==> src/rtl/datapath_seq_pkg.sv <==
// ---------------------------------------------------------------------------
// dp_seq_pkg : sequencer states and ALU/shift/writeback-select encodings
// Rev 1.0
// ---------------------------------------------------------------------------
`default_nettype none

package dp_seq_pkg;

  typedef enum logic [2:0] {
    IDLE = 3'd0,
    RDA  = 3'd1,
    RDB  = 3'd2,
    EXEC = 3'd3,
    WB   = 3'd4
  } state_e;

  localparam logic [1:0] ALU_ADD  = 2'b00;
  localparam logic [1:0] ALU_SUB  = 2'b01;
  localparam logic [1:0] ALU_AND  = 2'b10;
  localparam logic [1:0] ALU_NOTB = 2'b11;

  localparam logic [1:0] SH_NONE = 2'b00;
  localparam logic [1:0] SH_LSL  = 2'b01;
  localparam logic [1:0] SH_LSR  = 2'b10;
  localparam logic [1:0] SH_ASR  = 2'b11;

  localparam logic [1:0] VSEL_C     = 2'b00;
  localparam logic [1:0] VSEL_PC    = 2'b01;
  localparam logic [1:0] VSEL_IMM8  = 2'b10;
  localparam logic [1:0] VSEL_MDATA = 2'b11;

endpackage

`default_nettype wire

==> src/rtl/datapath_seq_regfile.sv <==
// ---------------------------------------------------------------------------
// regfile_param : NREG x WIDTH register file, sync write, two comb read ports
// Rev 1.0
// ---------------------------------------------------------------------------
`default_nettype none

module regfile_param #(
  parameter  int WIDTH = 16,
  parameter  int NREG  = 8,
  localparam int RW    = $clog2(NREG)
) (
  input  logic             clk,
  input  logic             reset,
  input  logic             we_i,
  input  logic [RW-1:0]    waddr_i,
  input  logic [WIDTH-1:0] wdata_i,
  input  logic [RW-1:0]    raddr_a_i,
  input  logic [RW-1:0]    raddr_b_i,
  output logic [WIDTH-1:0] rdata_a_o,
  output logic [WIDTH-1:0] rdata_b_o
);

  logic [WIDTH-1:0] regs_q [NREG];

  always_ff @(posedge clk or posedge reset) begin
    if (reset) begin
      for (int i = 0; i < NREG; i++) begin
        regs_q[i] <= '0;
      end
    end else if (we_i) begin
      regs_q[waddr_i] <= wdata_i;
    end
  end

  assign rdata_a_o = regs_q[raddr_a_i];
  assign rdata_b_o = regs_q[raddr_b_i];

endmodule

`default_nettype wire

==> src/rtl/datapath_seq.sv <==
// ---------------------------------------------------------------------------
// datapath_seq : register file + A/B/C operands + shifter/ALU + status with
// an internal RDA/RDB/EXEC/WB sequencer behind a valid/ready handshake.
// Rev 1.0
// ---------------------------------------------------------------------------
`default_nettype none

module datapath_seq
  import dp_seq_pkg::*;
#(
  parameter  int WIDTH = 16,
  parameter  int NREG  = 8,
  parameter  int PCW   = 8,
  localparam int RW    = $clog2(NREG)
) (
  input  logic             clk,
  input  logic             reset,
  input  logic             req_valid,
  output logic             req_ready,
  input  logic [RW-1:0]    req_rn,
  input  logic [RW-1:0]    req_rm,
  input  logic [RW-1:0]    req_rd,
  input  logic [1:0]       req_aluop,
  input  logic [1:0]       req_shift,
  input  logic             req_asel,
  input  logic             req_bsel,
  input  logic [1:0]       req_vsel,
  input  logic             req_write,
  input  logic             req_loads,
  input  logic [WIDTH-1:0] sximm8,
  input  logic [WIDTH-1:0] sximm5,
  input  logic [WIDTH-1:0] mdata,
  input  logic [PCW-1:0]   PC,
  output logic [WIDTH-1:0] datapath_out,
  output logic             N,
  output logic             V,
  output logic             Z,
  output logic             done
);

  typedef struct packed {
    logic [RW-1:0]    rn;
    logic [RW-1:0]    rm;
    logic [RW-1:0]    rd;
    logic [1:0]       aluop;
    logic [1:0]       shift;
    logic             asel;
    logic             bsel;
    logic [1:0]       vsel;
    logic             write;
    logic             loads;
    logic [WIDTH-1:0] imm8;
    logic [WIDTH-1:0] imm5;
    logic [PCW-1:0]   pc;
  } op_t;

  function automatic logic [WIDTH-1:0] shift_f(input logic [1:0] sh, input logic [WIDTH-1:0] b);
    case (sh)
      SH_LSL:  return {b[WIDTH-2:0], 1'b0};
      SH_LSR:  return {1'b0, b[WIDTH-1:1]};
      SH_ASR:  return {b[WIDTH-1], b[WIDTH-1:1]};
      default: return b;
    endcase
  endfunction

  // Returns {overflow, result}; overflow is only meaningful for ADD/SUB.
  function automatic logic [WIDTH:0] alu_f(input logic [1:0] op, input logic [WIDTH-1:0] a,
                                           input logic [WIDTH-1:0] b);
    logic [WIDTH-1:0] r;
    logic             v;
    r = '0;
    v = 1'b0;
    case (op)
      ALU_ADD: begin
        r = a + b;
        v = (a[WIDTH-1] == b[WIDTH-1]) && (r[WIDTH-1] != a[WIDTH-1]);
      end
      ALU_SUB: begin
        r = a - b;
        v = (a[WIDTH-1] != b[WIDTH-1]) && (r[WIDTH-1] != a[WIDTH-1]);
      end
      ALU_AND: r = a & b;
      default: r = ~b;
    endcase
    return {v, r};
  endfunction

  state_e           state_q, state_d;
  op_t              op_q, op_d;
  logic [WIDTH-1:0] a_q, b_q, c_q;
  logic             n_q, v_q, z_q, done_q;

  logic [WIDTH-1:0] rdata_a, rdata_b, ain, bin, wb_data, pc_ext;
  logic [WIDTH:0]   alu_res;
  logic             wb_en;

  regfile_param #(.WIDTH(WIDTH), .NREG(NREG)) u_rf (
    .clk       (clk),
    .reset     (reset),
    .we_i      (wb_en),
    .waddr_i   (op_q.rd),
    .wdata_i   (wb_data),
    .raddr_a_i (op_q.rn),
    .raddr_b_i (op_q.rm),
    .rdata_a_o (rdata_a),
    .rdata_b_o (rdata_b)
  );

  always_comb begin
    state_d   = state_q;
    op_d      = op_q;
    req_ready = 1'b0;
    case (state_q)
      IDLE: begin
        req_ready = 1'b1;
        if (req_valid) begin
          op_d    = '{rn: req_rn, rm: req_rm, rd: req_rd, aluop: req_aluop, shift: req_shift,
                      asel: req_asel, bsel: req_bsel, vsel: req_vsel, write: req_write,
                      loads: req_loads, imm8: sximm8, imm5: sximm5, pc: PC};
          state_d = RDA;
        end
      end
      RDA:     state_d = RDB;
      RDB:     state_d = EXEC;
      EXEC:    state_d = WB;
      WB:      state_d = IDLE;
      default: state_d = IDLE;
    endcase
  end

  always_comb begin
    ain     = op_q.asel ? '0 : a_q;
    bin     = op_q.bsel ? op_q.imm5 : shift_f(op_q.shift, b_q);
    alu_res = alu_f(op_q.aluop, ain, bin);
    pc_ext  = '0;
    pc_ext[PCW-1:0] = op_q.pc;
    case (op_q.vsel)
      VSEL_PC:    wb_data = pc_ext;
      VSEL_IMM8:  wb_data = op_q.imm8;
      VSEL_MDATA: wb_data = mdata;
      default:    wb_data = c_q;
    endcase
    wb_en = (state_q == WB) && op_q.write;
  end

  always_ff @(posedge clk or posedge reset) begin
    if (reset) begin
      state_q <= IDLE;
      op_q    <= '0;
      a_q     <= '0;
      b_q     <= '0;
      c_q     <= '0;
      n_q     <= 1'b0;
      v_q     <= 1'b0;
      z_q     <= 1'b0;
      done_q  <= 1'b0;
    end else begin
      state_q <= state_d;
      op_q    <= op_d;
      done_q  <= (state_q == WB);
      if (state_q == RDA) a_q <= rdata_a;
      if (state_q == RDB) b_q <= rdata_b;
      if (state_q == EXEC) begin
        c_q <= alu_res[WIDTH-1:0];
        if (op_q.loads) begin
          n_q <= alu_res[WIDTH-1];
          v_q <= alu_res[WIDTH];
          z_q <= (alu_res[WIDTH-1:0] == '0);
        end
      end
    end
  end

  assign datapath_out = c_q;
  assign N            = n_q;
  assign V            = v_q;
  assign Z            = z_q;
  assign done         = done_q;

endmodule

`default_nettype wire

==> config.mk <==
export PLATFORM = sky130hd
export DESIGN_NAME = datapath_seq
export DESIGN_NICKNAME = d
export VERILOG_FILES = /design/src/rtl/datapath_seq_pkg.sv /design/src/rtl/datapath_seq_regfile.sv /design/src/rtl/datapath_seq.sv
export SDC_FILE = /design/constraint.sdc
export NUM_CORES = 1
export LEC_CHECK = 0
export CORE_MARGIN = 1
export CORE_UTILIZATION = 55
export DETAILED_ROUTE_END_ITERATION = 16
export PLACE_DENSITY_LB_ADDON = 0.15
export SETUP_SLACK_MARGIN = 0.1
export SYNTH_ARGS = -nofsm -noshare
export SYNTH_HDL_FRONTEND = slang
export SYNTH_SLANG_ARGS = --single-unit
==> constraint.sdc <==
create_clock -name clk -period 9.63 [get_ports clk]
set_input_delay 0.963 -clock clk [delete_from_list [all_inputs] [get_ports clk]]
set_output_delay 0.963 -clock clk [all_outputs]
set_load 0.02 [all_outputs]
==> metrics.md <==
| Metric | Value |
|---|---|
| Antenna Cells | `0` |
| TritonCTS buffer count | `27` |
| Final wirelength | `34400 um` |
| Netlist cell types | `81` |
| Core Box Area | `24400 um^2` |
| Crit. End Element | `register` |
| FF+latch count, synth | `242` |
| H-tree levels | `1` |
| Crit start category | `register` |
| PostCTS Resize Cnt | `0` |
| Critical path peak fanout | `19` |
| Mapped Area | `13700 um^2` |
| Initial DRC count | `699` |
| Final setup viols | `0` |
| CTS clock-pin slew for the worst setup and hold paths | `60 ps` |
| DR DRC count | `0` |
| Proportion of layout cells with a drive suffix above 1 | `24.6%` |
| Rows | `57` |
| Hpwl dp | `23500 um` |
| Fin crit period | `4300 ps` |
| Syn nets | `1289` |
| Final count of hold timing violations | `0` |
| Max-cap violations | `0` |
| Area of the multi-input gates | `7130 um^2` |
| Vias | `9503` |
| Ys async rst share | `100%` |
| Worst Path Required | `10120 ps` |
| Final Max Slew Viols | `0` |
| Pre-Repair DR Iteration Count | `5` |
| PwrDens | `404 nW/um^2` |
| Dpl cell area | `14900 um^2` |
| Root Buffer | `clkbuf_16` |
| First-pass GRT wire length | `55200 um` |
| Hold buffer count at CTS | `0` |
| Nets | `1354` |
| Arr. time, crit path | `4790 ps` |
| Design Area, Final | `15800 um^2` |
| PortBufs | `98` |
| Sequential area share after synthesis | `44.3%` |
| Gr ovfl total | `0` |
| Main flop type after synthesis | `dfrtp_1` |
| RSZ-0062 raised after global routing | `false` |
| Setup TNS | `0 ps` |
| Area Growth Syn to Fin | `15.4%` |
| Post-synthesis cell count | `1177` |
| Clock Tree Buf Depth | `3` |
| Width of the die | `160 um` |
| Fill count | `1967` |
| Final ANT Viol Nets | `0` |
| Initial antenna violation count | `0` |
| Largest net degree at the start of global routing | `95` |
| Synth Area per Inst | `11.6 um^2` |
| Die Span Y | `160 um` |
| Max Freq | `232 MHz` |
| WL/cell | `21.7 um` |
| Total track usage | `27.9%` |
| I/O Pins | `99` |
| Final period util | `44.7%` |
| CTS tree | `done` |
| Worst vdd ir | `0.000305 V` |
| Lkg Pwr | `6.76 nW` |
| Sink Count | `242` |
| Reg area | `6060 um^2` |
| Initial Utilization | `56.1%` |
| Post-synth EDFFs | `0` |
| Final Skew | `9.17 ps` |
| Placer Congestion | `0.920` |
| Avg Vias per Cell | `5.99` |
| Status | `finished clean` |
| Hold WC Path Type | `reg -> reg` |
| Vias in the first global route | `9724` |
| Post-CTS Setup Inserts | `0` |
| Syn. warnings | `0` |
| Die ar. | `25500 um^2` |
| Slew headroom | `24.6%` |
| CP Class | `reg -> reg` |
| Worst-margin pin slew | `1130 ps` |
| Worst skew pair latency | `560 ps` |
registers in the layout, indices dropped and copies added (netlist names):
signal	flops
u_rf.regs_q	128
op_q	59
a_q	16
b_q	16
datapath_out	16
state_q	3
N	1
V	1
Z	1
done	1
placed cells by master (no fill, tap or decap), drive strengths merged, types with 3 or more instances in the layout:
| cell | n |
|---|---|
| xnor2 | 5 |
| mux2 | 136 |
| clkinv | 7 |
| ha | 32 |
| bufinv | 3 |
| nor2b | 22 |
| buf | 21 |
| nor3 | 10 |
| o211ai | 9 |
| nand4 | 3 |
| mux4 | 74 |
| and3 | 6 |
| nand2b | 5 |
| a21oi | 92 |
| a211oi | 9 |
| mux2i | 59 |
| nor3b | 10 |
| nand3b | 8 |
| a22oi | 12 |
| inv | 33 |
| dfrtp | 242 |
| nor2 | 95 |
| nor4 | 3 |
| o221ai | 4 |
| or3 | 5 |
| clkbuf | 37 |
| o21ai | 64 |
| nand2 | 87 |
| a21o | 13 |
| or3b | 3 |
| clkdlybuf4s50 | 98 |
| xor2 | 4 |
| nand3 | 5 |
| a211o | 4 |
| o31ai | 7 |
area by class of cell:
type | instances | area share [%]
Multi-Input combinational cell | 820 | 45.2
Sequential cell | 242 | 38.4
Timing Repair Buffer | 119 | 7.21
Clock buffer | 37 | 4.84
Tap cell | 324 | 2.57
Clock inverter | 12 | 1.01
Inverter | 32 | 0.809
power breakdown:
part / internal (mW) / switching [mW]
logic: 1.55 / 1.91
clock network: 0.638 / 0.433
registers: 1.44 / 0.396
total: 3.63 / 2.74
cells by family after synthesis:
group	share of synthesized area, %
adder cells (fa/ha/maj)	3.22
multiplexers	27.7
AND/OR/NAND/NOR	9.62
XOR/XNOR	0.576
AO/OA/AOI/OAI	10.8
flip-flops	44.3
buffers and inverters	3.84
metrics by stage:
step / utilization, % / setup slack [ps] / total power, mW / instances / hold WS, ps
after floorplan: - / 2020 / 4.43 / 1177 / 461
after global placement: 60.9 / 5430 / 5.22 / 1537 / 475
after detailed placement: 60.9 / 5340 / 5.28 / 1537 / 487
after CTS: 64.7 / 5330 / 6.37 / 1586 / 500
after global routing: 64.7 / 5010 / 6.81 / 1586 / 521
final: 64.7 / 5330 / 6.37 / 1586 / 501
cell usage after synthesis, types with 7 or more instances:
cell	instances	area, um^2
o21ai_0	59	295
mux2_2	133	1500
mux2i_1	59	591
clkbuf_1	51	191
buf_2	10	50.1
nor3_1	9	45.0
a21o_1	12	90.1
nand3b_1	8	60.1
nor2_1	94	353
a211oi_1	7	52.6
o211ai_1	9	67.6
dfrtp_1	242	6060
buf_1	12	45.0
ha_1	32	400
inv_1	27	101
a21oi_1	90	450
a22oi_1	12	90.1
nor3b_1	10	75.1
nor2b_1	22	138
nand2_1	86	323
mux4_2	74	1670
critical path, cell delays in order, from the launching register on:
cell and delay (ps):
dfrtp_1 860, mux2_1 390, o221ai_1 370, inv_1 150
fa_1 490, a211o_1 360, a211oi_2 270, nor2_1 110
a2111o_1 380, o211ai_1 120, o211ai_1 150, a2111oi_2 370
nand4_1 140, nand2_1 90
layer usage:
layer  up-vias  part of all wire (%)  track usage [%]
li1       4428                     -                -
met1      4780                    45             40.1
met2       236                    48             45.3
met3        59                   4.4             3.32
met4         0                   2.4             7.47
met5         -                     0                0
path summary, 6_finish.rpt:
path | from | end | slack (ps) | cells after the start
worst max-delay path | op_q[46] | Z | 5330 | 13
worst min-delay path | u_rf.regs_q[111] | u_rf.regs_q[111] | 500 | 2
worst max register to register | op_q[46] | Z | 5330 | 13
worst min register to register | u_rf.regs_q[111] | u_rf.regs_q[111] | 500 | 2
max in group asynchronous | reset | datapath_out[11] | 7270 | 3
min in group asynchronous | reset | op_q[41] | 890 | 2
Power figures use the tool's default switching activity.
